$ cat src/rtl/uart_frame_tx.sv
// UART frame transmitter: input FIFO feeding a start/data/parity/stop/gap serialiser.
// Latency: a byte accepted at edge E into an idle, empty unit is popped at E+1; txd falls at E+2.
// Backpressure: in_ready = FIFO not full (from the registered count); a push is refused when full, even if a pop occurs on the same edge.
//
// Ports:
//   clk         in   clock, all logic on rising edge
//   rst         in   synchronous reset, active-high
//   in_data     in   [DATA_BITS] byte to send, LSB first on the line
//   in_valid    in   in_data valid
//   in_ready    out  FIFO can accept (not full)
//   txd         out  serial line, idle high, registered
//   busy        out  serialiser active or FIFO non-empty (registered)
//   fifo_count  out  entries currently held in the FIFO
//   frame_done  out  1-cycle pulse on the line's last cycle of the last stop bit

// Generic synchronous FIFO used as the transmitter's input queue.
// Latency: a pushed entry is visible on o_pop_dat the cycle after the push.
// Backpressure: o_push_rdy is low while full; pops on an empty FIFO are ignored.
module uart_frame_tx_fifo #(
    parameter int W     = 8,
    parameter int DEPTH = 16,
    parameter int AW    = $clog2(DEPTH)
) (
    input  logic          i_clk,
    input  logic          i_rst,
    input  logic          i_push_vld,
    input  logic [W-1:0]  i_push_dat,
    output logic          o_push_rdy,
    input  logic          i_pop,
    output logic [W-1:0]  o_pop_dat,
    output logic          o_empty,
    output logic [AW:0]   o_count
);
    localparam logic [AW:0] FULL_CNT = (AW+1)'(DEPTH);

    logic [W-1:0]  r_mem [DEPTH];
    logic [AW-1:0] r_wr_ptr;
    logic [AW-1:0] r_rd_ptr;
    logic [AW:0]   r_count;
    logic          w_push;
    logic          w_pop;

    // Full/empty come from the registered count only, so a pop on the
    // same edge never opens room for a push on a full FIFO.
    assign o_push_rdy = (r_count != FULL_CNT);
    assign o_empty    = (r_count == '0);
    assign w_push     = i_push_vld && o_push_rdy;
    assign w_pop      = i_pop && !o_empty;
    assign o_pop_dat  = r_mem[r_rd_ptr];
    assign o_count    = r_count;

    always_ff @(posedge i_clk) begin
        if (w_push) begin
            r_mem[r_wr_ptr] <= i_push_dat;
        end
    end

    // DEPTH is a power of two, so the pointers wrap naturally; the count
    // tells full from empty when the pointers are equal.
    always_ff @(posedge i_clk) begin
        if (i_rst) begin
            r_wr_ptr <= '0;
            r_rd_ptr <= '0;
            r_count  <= '0;
        end else begin
            if (w_push) begin
                r_wr_ptr <= r_wr_ptr + 1'b1;
            end
            if (w_pop) begin
                r_rd_ptr <= r_rd_ptr + 1'b1;
            end
            case ({w_push, w_pop})
                2'b10:   r_count <= r_count + 1'b1;
                2'b01:   r_count <= r_count - 1'b1;
                default: r_count <= r_count;
            endcase
        end
    end
endmodule

module uart_frame_tx #(
    parameter int CLK_PER_BIT = 5,
    parameter int DATA_BITS   = 8,
    parameter int PARITY      = 0,
    parameter int STOP_BITS   = 1,
    parameter int GAP_BITS    = 0,
    parameter int FIFO_DEPTH  = 16
) (
    input  logic                          clk,
    input  logic                          rst,
    input  logic [DATA_BITS-1:0]          in_data,
    input  logic                          in_valid,
    output logic                          in_ready,
    output logic                          txd,
    output logic                          busy,
    output logic [$clog2(FIFO_DEPTH):0]   fifo_count,
    output logic                          frame_done
);
    localparam int CW = $clog2(FIFO_DEPTH);
    localparam int TW = (CLK_PER_BIT > 1) ? $clog2(CLK_PER_BIT) : 1;

    localparam logic [TW-1:0] TMR_LOAD  = TW'(CLK_PER_BIT - 1);
    localparam logic [3:0]    DATA_LAST = 4'(DATA_BITS - 1);
    localparam logic [3:0]    STOP_LAST = 4'(STOP_BITS - 1);
    localparam logic [3:0]    GAP_LAST  = 4'((GAP_BITS > 0) ? GAP_BITS - 1 : 0);
    localparam logic          PAR_ODD   = (PARITY == 2);

    typedef enum logic [2:0] {
        S_IDLE,
        S_START,
        S_DATA,
        S_PARITY,
        S_STOP,
        S_GAP
    } state_t;

    state_t                 r_state;
    logic [TW-1:0]          r_tmr;
    logic [3:0]             r_bit;
    logic [DATA_BITS-1:0]   r_shift;
    logic                   r_par;
    logic                   r_txd;
    logic                   r_busy;
    logic                   r_frame_done;

    logic                   w_fifo_rdy;
    logic                   w_fifo_empty;
    logic [DATA_BITS-1:0]   w_fifo_dat;
    logic [CW:0]            w_fifo_cnt;
    logic                   w_bit_end;
    logic                   w_stop_done;
    logic                   w_gap_done;
    logic                   w_frame_end;
    logic                   w_pop;

    uart_frame_tx_fifo #(
        .W     (DATA_BITS),
        .DEPTH (FIFO_DEPTH),
        .AW    (CW)
    ) u_fifo (
        .i_clk      (clk),
        .i_rst      (rst),
        .i_push_vld (in_valid),
        .i_push_dat (in_data),
        .o_push_rdy (w_fifo_rdy),
        .i_pop      (w_pop),
        .o_pop_dat  (w_fifo_dat),
        .o_empty    (w_fifo_empty),
        .o_count    (w_fifo_cnt)
    );

    // The bit timer runs CLK_PER_BIT-1 down to 0; zero marks a bit's last cycle.
    assign w_bit_end   = (r_tmr == '0);
    assign w_stop_done = (r_state == S_STOP) && w_bit_end && (r_bit == STOP_LAST);
    assign w_gap_done  = (r_state == S_GAP)  && w_bit_end && (r_bit == GAP_LAST);
    assign w_frame_end = (GAP_BITS == 0) ? w_stop_done : w_gap_done;

    // Pop either from idle or at the very last cycle of a frame, which
    // chains the next frame straight into START with no idle cycle.
    assign w_pop = !w_fifo_empty && ((r_state == S_IDLE) || w_frame_end);

    always_ff @(posedge clk) begin
        if (rst) begin
            r_state      <= S_IDLE;
            r_tmr        <= TMR_LOAD;
            r_bit        <= '0;
            r_shift      <= '0;
            r_par        <= 1'b0;
            r_txd        <= 1'b1;
            r_busy       <= 1'b0;
            r_frame_done <= 1'b0;
        end else begin
            // Every output is a flop driven from the current state, so the
            // line trails the state register by exactly one cycle.
            case (r_state)
                S_START:  r_txd <= 1'b0;
                S_DATA:   r_txd <= r_shift[0];
                S_PARITY: r_txd <= r_par;
                default:  r_txd <= 1'b1;
            endcase
            r_busy       <= (r_state != S_IDLE) || !w_fifo_empty;
            // Same one-cycle lag as txd, so the pulse lines up with the
            // final cycle of the last stop bit as seen on the line.
            r_frame_done <= w_stop_done;

            if (w_pop) begin
                r_shift <= w_fifo_dat;
                r_par   <= (^w_fifo_dat) ^ PAR_ODD;
                r_state <= S_START;
                r_tmr   <= TMR_LOAD;
                r_bit   <= '0;
            end else if (r_state != S_IDLE) begin
                if (!w_bit_end) begin
                    r_tmr <= r_tmr - 1'b1;
                end else begin
                    r_tmr <= TMR_LOAD;
                    case (r_state)
                        S_START: begin
                            r_state <= S_DATA;
                            r_bit   <= '0;
                        end
                        S_DATA: begin
                            r_shift <= r_shift >> 1;
                            if (r_bit == DATA_LAST) begin
                                r_bit   <= '0;
                                r_state <= (PARITY != 0) ? S_PARITY : S_STOP;
                            end else begin
                                r_bit <= r_bit + 1'b1;
                            end
                        end
                        S_PARITY: begin
                            r_state <= S_STOP;
                            r_bit   <= '0;
                        end
                        S_STOP: begin
                            if (r_bit == STOP_LAST) begin
                                r_bit   <= '0;
                                r_state <= (GAP_BITS > 0) ? S_GAP : S_IDLE;
                            end else begin
                                r_bit <= r_bit + 1'b1;
                            end
                        end
                        S_GAP: begin
                            if (r_bit == GAP_LAST) begin
                                r_bit   <= '0;
                                r_state <= S_IDLE;
                            end else begin
                                r_bit <= r_bit + 1'b1;
                            end
                        end
                        default: r_state <= S_IDLE;
                    endcase
                end
            end
        end
    end

    assign in_ready   = w_fifo_rdy;
    assign txd        = r_txd;
    assign busy       = r_busy;
    assign fifo_count = w_fifo_cnt;
    assign frame_done = r_frame_done;
endmodule

$ cat config.mk
export PLATFORM = sky130hd
export DESIGN_NAME = uart_frame_tx
export DESIGN_NICKNAME = d
export VERILOG_FILES = /design/src/rtl/uart_frame_tx.sv
export SDC_FILE = /design/constraint.sdc
export NUM_CORES = 1
export LEC_CHECK = 0
export CORE_MARGIN = 3
export CORE_UTILIZATION = 41
export DETAILED_ROUTE_END_ITERATION = 10
export PLACE_DENSITY = 0.62
export SLEW_MARGIN = 20
export SYNTH_ARGS = -nofsm -noshare
export SYNTH_HDL_FRONTEND = slang
export SYNTH_HIERARCHICAL = 1
export SYNTH_SLANG_ARGS = --single-unit
$ cat constraint.sdc
create_clock -name clk -period 4.3 [get_ports clk]
set_clock_uncertainty 0.15 [all_clocks]
set_input_delay 0.86 -clock clk [delete_from_list [all_inputs] [get_ports clk]]
set_output_delay 0.86 -clock clk [all_outputs]
set_load 0.05 [all_outputs]
* Word-level counts from Yosys, hierarchy flattened
Memories as Yosys holds them, arrays and structs flattened. A register that Yosys moved wholly into a read port is not among the register bits. Index checks and enable logic that the tools add are counted.
Word-level totals: bits in registers 35, bits in writable memories 128, bits of input ports 11, output and inout bits 9, word-level logic and storage cells 78, memories kept 1
Memory list:
- u_fifo.r_mem | depth 16, bits a word 8, read ports 1, clocked after Yosys merged registers in 1, write ports 1, line 36 | logic [W-1:0] r_mem [DEPTH];
Operators by class: add/subtract/negate cells 6, eq/ne operators 13, multiplexer cells 20, reductions and logical operators 26
Operator list (number):
- 8-bit two-way mux | 4
- 4-bit two-way mux | 4
- 4-bit by 1-bit adder with 4-bit output (second input constant) | 3
- 3-bit one-hot mux with 4 select lines | 1
- 4-bit one-hot mux with 3 select lines | 1
- 5-bit one-hot mux with 2 select lines | 1
- 3-bit two-way mux | 3
- 4-bit AND reduction | 2
- 2-bit nonzero test | 4
- 8-bit XOR reduction | 1
- 3-bit by 2-bit == test with 1-bit output (second input constant) | 2
- 3-bit == test (second input constant) | 2
- 3-bit logical NOT | 2
- 3-bit AND reduction | 2
- 3-bit nonzero test | 2
- 2-bit OR reduction | 3
- 5-bit by 1-bit adder with 5-bit output (second input constant) | 1
- 1-bit logical AND | 5
- 5-bit logical NOT | 1
- 1-bit two-way mux | 5
- 5-bit != test (second input constant) | 1
- 5-bit by 1-bit subtractor with 5-bit output (second input constant) | 1
- 4-bit by 3-bit == test with 1-bit output (second input constant) | 1
- 4-bit logical NOT | 1
- other kinds (11) | 12

* Depth between registers and ports, before layout
Gate-level depths: netlist of run 1.
depth in word-level cells 8, gate-level depth with buffers 17, depth with buffers taken out 15

* Cells and area by module
The synthesis of run 1 kept the hierarchy.
Modules (own cells, without submodules):
- uart_frame_tx_fifo | instances 1, cells each 330, area an instance 5875.6 um^2, sequential area each 4184.0 um^2
- uart_frame_tx | instances 1, cells each 148, area an instance 1243.7 um^2, sequential area each 440.4 um^2

* Least setup slack after synthesis of run 1
No wires, ideal clock.
kind reg2reg, from reg u_fifo.r_count[1] (netlist: u_fifo/o_count[1]), to reg u_fifo.r_count[4] (netlist: u_fifo/o_count[4]), library setup time 0.130 ns, arrival time 3.335 ns, data required time 4.020 ns, path slack 0.686 ns, stages on the path, launching flop included 17, path buffers 3, clock period less this slack 3.614 ns, cells stage by stage dfxtp_1 buf_6 or4_4 nor2_1 nor3_1 clkbuf_1 nand2_1 inv_1 o21ai_4 inv_1 ha_1 clkbuf_1 xor2_1 ha_1 o31ai_1 o22ai_1 nand4bb_1
Between the ends: cells in the longest elaborated chain, start to end 6, elaborated cells between the ends (all ways) 12, those cells by class 2 x add/sub; 3 x eq/ne; 1 x mux; 6 x reduce/logical
Ends and longest elaborated chain:
- start: declaration | line 39 | logic [AW:0] r_count;
- start signal: assignment | line 73 | 2'b10: r_count <= r_count + 1'b1;
- start signal: assignment | line 74 | 2'b01: r_count <= r_count - 1'b1;
- start signal: assignment | line 75 | default: r_count <= r_count;
- 5-bit logical NOT * | line 46 | assign o_empty = (r_count == '0);
- via w_fifo_empty | line 127 | logic w_fifo_empty;
- 1-bit logical NOT * | line 160 | assign w_pop = !w_fifo_empty && ((r_state == S_IDLE) || w_frame_end);
- 1-bit logical AND * | line 160
- via w_pop | line 134 | logic w_pop;
- 1-bit logical AND * | line 48 | assign w_pop = i_pop && !o_empty;
- via u_fifo.w_pop | line 41 | logic w_pop;
- 2-bit by 1-bit == test with 1-bit output / 2-bit == test (equally long branches) | line 72 | case ({w_push, w_pop})
- 5-bit one-hot mux with 2 select lines / 2-bit nonzero test (equally long branches)
The timed path passes the listed nets; every way through them passes the cells marked *. A chain may end at the register's enable or synchronous reset.

* Final worst setup path of run 1
from reg r_bit[1], to reg u_fifo.r_count[4] (netlist: u_fifo/o_count[4])
Between the ends: cells in the longest elaborated chain, start to end 7, elaborated cells between the ends (all ways) 9, those cells by class 2 x eq/ne; 1 x mux; 6 x reduce/logical
Ends and longest elaborated chain:
- start: declaration | line 119 | logic [3:0] r_bit;
- start signal: assignment | line 208 | r_bit <= r_bit + 1'b1;
- start signal: assignment | line 220 | r_bit <= r_bit + 1'b1;
- start signal: assignment | line 228 | r_bit <= r_bit + 1'b1;
- 4-bit logical NOT * | line 154 | assign w_stop_done = (r_state == S_STOP) && w_bit_end && (r_bit == STOP_LAST);
- 1-bit logical AND * | line 154
- 1-bit logical OR * | line 160
- 1-bit logical AND * | line 160
- via w_pop | line 134
- 1-bit logical AND * | line 48
- via u_fifo.w_pop | line 41
- 2-bit by 1-bit == test with 1-bit output / 2-bit == test (equally long branches) | line 72
- 5-bit one-hot mux with 2 select lines / 2-bit nonzero test (equally long branches)
Marks and branches as above.

==> metrics.md, run 1 <==
| Metric | Value |
|---|---|
| Fillers | 1,405 |
| Worst hold-check path type | reg2reg |
| Nets@finish | 519 |
| Final worst slack | between 0.6 and 0.7 ns |
| Fin area | approximately 8000 um2 |
| DRC errors left | 0 |
| Period utilization | 85.98% |
| Final Setup Violations | 0 |
| Placement Setup Slack | 0.3410 ns |
| Num CTS Buffers | 17 |
| Wire per inst | 19.31 um |
| First-pass GRT wire length | 22.24 mm |
| Final Slew Violations | 0 |
| Met2 routed WL | 7.099 mm |
| Syn Nets | 499 |
| Routed wire length | 14.10 mm |
| Overall power | 4.909 mW |
| Min Clock Period, post-route | 3.697 ns |
| Area growth syn-to-layout | 14.66% |
| Worst Tran Pin Value | 0.9700 ns |
| Max-cap violations | 0 |
| Top cells by area, synth | edfxtp_1 54%, dfxtp_1 11%, mux4_2 10% |
| RSZ-0062 raised after global routing | false |
| Die Y | approximately 140 um |
| Vias in the first global route | 3,973 |
| M1 wire length | ~6 mm |
| Crit path required time | between 4 and 5 ns |
| Layout cells sized above 1 | 16.86% |
| Core area | 16,760 um2 |
| Slew headroom | 35.09% |
| Top Metal Used | met4 |
| Avg Cell Area, Syn | 14.89 um2 |
| Hold_buf cts | 0 |
| Finished Layout Cells | 730 |
| Placement Cell Area | 7526 um2 |
| Global route overflow | 0 |
| Top cell type's share of synthesized area | 53.99% |
| Setup TNS | 0 ns |
| GPL Wtd Cong | 0.7731 |
| Setup bufs post-CTS | 0 |
| Yosys top cell by area | edfxtp_1 |
| Ports | 20 |
| TritonCTS clock tree | done |
| Met3 WL post-DR | 640 um |
| Placed Instances | 699 |
| Pwr per Cell Area | 601.3 nW/um2 |
| Insertion delay to the later sink of the worst-skew pair | 0.42 ns |
| Crit path kind | reg2reg |
| Synth cell types | between 60 and 70 |
| Area of the multi-input gates | around 2300 um2 |
| Vias per Instance | 5.644 |
| Synth Flop Type | edfxtp_1 |
| Clock root buffer | clkbuf_16 |
| Seq/Total Area, Yosys | 64.96% |
| Routed Antenna Nets | 0 |
| Yosys warnings | 6 |
| Register area | 4626 um2 |
| Detailed placement HPWL | 8.957 mm |
| Ys async rst share | 0% |
| Clock Sinks | 167 |
| Post-synth EDFFs | 128 |
| Top-count cell post-synth | edfxtp_1 |
| Starting Density | 42.48% |
| Synthesized cell area | 7119 um2 |
| DIE WIDTH | between 100 and 150 um |
| WP data arrival | 3.84 ns |
| Drt initial violations | 407 |
| Clk buf depth | 2 |
| H-tree depth | 4 |
| Fmax achieved | between 0.2 and 0.3 GHz |
| Initial antenna violation count | 0 |
| Top post-synthesis cells by count | 128 x edfxtp_1, 39 x dfxtp_1, 33 x nor2_1 |
| Startpoint types | register |
| Status | completed |
| Std-Cell Rows | 47 |
| Hold_ws | approximately 0.36 ns |
| Critical Path Sink Type | register |
| Die area | about 19,000 um2 |
| Largest net degree at the start of global routing | 33 |
| Hold Vio Cnt, Final | 0 |
| GRT Overall Usage | 15.84% |
| Crit Path Max Fanout | 12 |
| Synthesized instance count | around 480 |
| DRT Pass-1 Iters | 6 |
| Number of I/O port buffers | 19 |
| Ant. Diodes | 0 |
| Leakage power | approximately 2.7 nW |
| Peak VDD IR | 0.2830 mV |
| Worst-path clk slew | 0.06 ns |
| Seq cells post-synth | between 150 and 200 |
| Final Util | 48.70% |
| Routed vias | 4,120 |
-- logic make-up (layout without fill, tap and decap cells) --
| kind of cell | after synthesis | count (layout) | share of synthesized area [%] |
|---|---|---|---|
| flip-flops | 167 | 167 | 64.96 |
| multiplexers | 35 | 35 | 10.54 |
| XOR/XNOR | 15 | 15 | 1.845 |
| adder cells (fa/ha/maj) | 10 | 10 | 1.757 |
| AO/OA/AOI/OAI | 80 | 80 | 8.787 |
| AND/OR/NAND/NOR | 132 | 132 | 9.578 |
| buffers and inverters | 39 | 71 | 2.531 |
-- routing by layer --
metal | track usage (%) | vias up
li1 | - | 1913
met1 | 21.59 | 2075
met2 | 25.52 | 112
met3 | 3.287 | 20
met4 | 5.269 | 0
met5 | 0 | -
-- state kept, by name, summed over array words and instances, names as in the netlist, named ones only --
register and flops:
u_fifo/r_mem 128, r_shift 8, u_fifo/o_count 5, r_bit 4, u_fifo/r_rd_ptr 4, u_fifo/r_wr_ptr 4, r_state 3, r_tmr 3
busy 1, frame_done 1, r_par 1, txd 1
-- report_power, final --
part / total (mW) / internal [mW] / switching (mW)
Combinational: 1.30 / 0.535 / 0.769
Clock: 1.62 / 1.02 / 0.599
Sequential: 1.98 / 1.86 / 0.123
-- cell usage in the layout (no fill, tap or decap), types with 13 or more instances in the layout --
cell type	count
a22oi_1	17
clkbuf_16	17
clkdlybuf4s50_1	19
dfxtp_1	38
edfxtp_1	128
mux4_2	32
nand2_1	26
nand3_1	14
nor2_1	33
nor3_1	20
o21ai_0	13
-- worst max-delay path: stages, from the launching register on --
cell and delay [ns]:
dfxtp_1 0.36, inv_1 0.07, ha_1 0.15, or3b_2 0.54, o21ai_2 0.37, nand2_1 0.13
inv_1 0.18, o21ai_4 0.10, inv_1 0.08, ha_1 0.37, xor2_1 0.19, ha_1 0.23
nand2_1 0.06, o21ai_0 0.30, nor3_1 0.09, nand4bb_1 0.19
-- final cells by class --
cell class                      instances  area share (%)
Inverter                               10          0.4598
Clock buffer                           18           5.258
Sequential cell                       167           56.67
Clock inverter                         13           2.483
Timing Repair Buffer                   30           3.342
Tap cell                              220           3.372
Multi-Input combinational cell        272           28.42
-- path summary, 6_finish.rpt --
| check | startpoint | to | slack, ns | cells past startpoint |
|---|---|---|---|---|
| max reg2reg | r_bit[1] | u_fifo/o_count[4] | 0.60 | 15 |
| min | r_bit[0] | r_bit[0] | 0.36 | 2 |
| max | r_bit[1] | u_fifo/o_count[4] | 0.60 | 15 |
| min reg2reg | r_bit[0] | r_bit[0] | 0.36 | 2 |
-- timing repair --
action	in CTS	in global routing
hold endpoints to repair	0	0
gates resized for setup	0	1
setup endpoints to repair	0	1
Note: power is estimated with default switching activity, not from simulation.
==> run 2: changes to the inputs <==
Settings changed: CTS_BUF_LIST set to sky130_fd_sc_hd__clkbuf_16.
==> run 2 against run 1 <==
Compared with the run above: critical path depth unchanged; sequential share of layout area is the same; wire length unchanged; final area unchanged; setup slack is the same; clock-buffer cell count decreased by 1; fmax unchanged; utilization is the same; clock power barely moved; via count is the same; critical endpoint unchanged.
==> metrics.md, run 2 (synthesized netlist as in run 1, its figures left out) <==
| Metric | Value |
|---|---|
| Largest register FFs | 128 (unchanged) |
| Sequential Power Share | 40.4% (about the same) |
| Busiest grt layer | met2 |
| Setup bufs post-CTS | 0 (unchanged) |
| Met2 Use GR | 25.52% (unchanged) |
| Sw power | 1.491 mW (about the same) |
| Layout cells sized above 1 | 16.86% (unchanged) |
| Clock Sinks | 167 (unchanged) |
| GR Layer Usage met3 | 3.287% (unchanged) |
| Routed wire length | 14.10 mm (unchanged) |
| Resize count post-CTS | 0 (unchanged) |
| Nets@finish | 519 (unchanged) |
| WP data arrival | 3.84 ns (about the same) |
| Max-cap violations | 0 (unchanged) |
| Crit path kind | reg2reg |
| Area growth syn-to-layout | 14.66% (unchanged) |
| Worst path max stage delay | 0.54 ns (about the same) |
| RSZ-0062 raised after global routing | false |
| Worst-path clk slew | 0.06 ns (about the same) |
| DRT Pass-1 Iters | 6 (unchanged) |
| Largest net degree at the start of global routing | 33 (unchanged) |
| Std-Cell Rows | 47 (unchanged) |
| Clk buf depth | 2 (unchanged) |
| Internal power | 3.415 mW (about the same) |
| Ant. Diodes | 0 (unchanged) |
| Insertion delay to the later sink of the worst-skew pair | 0.42 ns (about the same) |
| Hold Crit Depth | 2 (unchanged) |
| Family with the most delay on the worst path | simple AND/OR/NAND/NOR gates |
| Routed vias | 4,120 (unchanged) |
| Final Setup Violations | 0 (unchanged) |
| Routed Antenna Nets | 0 (unchanged) |
| Min Clock Period, post-route | 3.697 ns (unchanged) |
| Crit path required time | 4.45 ns (about the same) |
| Core area | 16,760 um2 (unchanged) |
| Setup TNS | 0 ns (unchanged) |
| Top reg by flops | u_fifo/r_mem |
| Detailed placement HPWL | 8.957 mm (unchanged) |
| Switch share | 30.39% (about the same) |
| Leakage power | 2.703 nW (+0.15%) |
| Num CTS Buffers | 17 (unchanged) |
| Critical Path Sink Type | register |
| Ports | 20 (unchanged) |
| Crit Path Max Fanout | 12 (unchanged) |
| Hold_buf cts | 0 (unchanged) |
| GRT Overall Usage | 15.84% (unchanged) |
| Startpoint types | register |
| Die area | 18,980 um2 (unchanged) |
| Status | completed |
| Worst R2R Path Depth | 15 (unchanged) |
| TritonCTS clock tree | done |
| Starting Density | 42.48% (unchanged) |
| Peak VDD IR | 0.2811 mV (-0.68%) |
| First-pass GRT wire length | 22.24 mm (unchanged) |
| Initial antenna violation count | 0 (unchanged) |
| CP cell instances | inv_1, ha_1, or3b_2, o21ai_2, nand2_1, inv_1, o21ai_4, inv_1, ha_1, xor2_1, ha_1, nand2_1, o21ai_0, nor3_1, nand4bb_1 |
| Vias per Instance | 5.644 (unchanged) |
| Crit-path slowest cell | or3b_2 |
| Pwr per Cell Area | 601.1 nW/um2 (about the same) |
| WP depth | 15 (unchanged) |
| Vias in the first global route | 3,973 (unchanged) |
| Period utilization | 85.98% (unchanged) |
| Clock Power Share | 33.0% (about the same) |
| H-tree depth | 4 (unchanged) |
| Hold Vio Cnt, Final | 0 (unchanged) |
| Worst hold-check path type | reg2reg |
| Fmax achieved | 0.2705 GHz (unchanged) |
| Global route overflow | 0 (unchanged) |
| DRC errors left | 0 (unchanged) |
| Hold_ws | 0.3613 ns (unchanged) |
| Drt initial violations | 407 (unchanged) |
| Number of I/O port buffers | 19 (unchanged) |
| Overall power | 4.906 mW (about the same) |
| Final Slew Violations | 0 (unchanged) |
| Die Y | 137.8 um (unchanged) |
| Most frequent cells in the layout | 128 x edfxtp_1, 38 x dfxtp_1, 33 x nor2_1 |
| Met1 Use GR | 21.59% (unchanged) |
| CP bufs+invs | 3 (unchanged) |
| GPL Wtd Cong | 0.7731 (unchanged) |
| Clock root buffer | clkbuf_16 |
| DIE WIDTH | 137.8 um (unchanged) |
| Worst Tran Pin Value | 0.9700 ns (unchanged) |
| Logic pwr share | 26.6% (about the same) |
| Wire per inst | 19.31 um (unchanged) |
| Slew headroom | 35.09% (unchanged) |
| Most common cell after layout, fill and taps aside | edfxtp_1 |
[run 2: changes by cell type in the layout (fill, tap and decap cells not counted)]
cell      before  now
clkbuf_1       1    0
inv_1          9   10
[run 2: area by class of cell]
class	instances	area, um2
flip-flops and latches	167	4626
clock buffers	17	425.4
multi-input cells	272	2320
repair buffers	30	272.8
inverters	10	37.54
fillers	1405	8597
clock inverters	14	206.4
well taps	220	275.3
[run 2: worst paths after layout]
| kind | start | to | slack (ns) |
|---|---|---|---|
| setup / recovery | r_bit[1] | u_fifo/o_count[4] | 0.60 |
| hold / removal | r_bit[0] | r_bit[0] | 0.36 |
| setup reg to reg | r_bit[1] | u_fifo/o_count[4] | 0.60 |
| hold reg to reg | r_bit[0] | r_bit[0] | 0.36 |
[run 2: per-layer routing]
metal  vias up  routed length, um  part of all wire, %
met4         0                244                  1.7
met5         -                  0                    0
li1       1913                  -                    -
met1      2075               6115                   43
met2       112               7099                   50
met3        20                640                  4.5
[run 2: metrics by stage]
stage,util [%],cell area [um2],std cells,setup slack (ns)
final,48.70,8163,730,0.6031
after global placement,44.90,7526,699,0.6512
after floorplan,-,7119,478,0.6857
after global routing,48.70,8163,730,0.2134
after CTS,48.67,8158,730,0.3512
after detailed placement,44.90,7526,699,0.3410
[run 2: worst min-delay path: stages, from the launching register on]
cell and delay, ns:
dfxtp_1 0.34, nand2_1 0.07, a21oi_1 0.05
[run 2: power by group through the flow]
stage                     sequential (mW)  combinational [mW]  clock (mW)
final                                1.98                1.30        1.62
after global routing                 2.00                1.43        1.72
after floorplan                      2.03                1.01           0
after global placement               2.00                1.26           0
after detailed placement             2.01                1.30           0
after CTS                            1.98                1.31        1.66
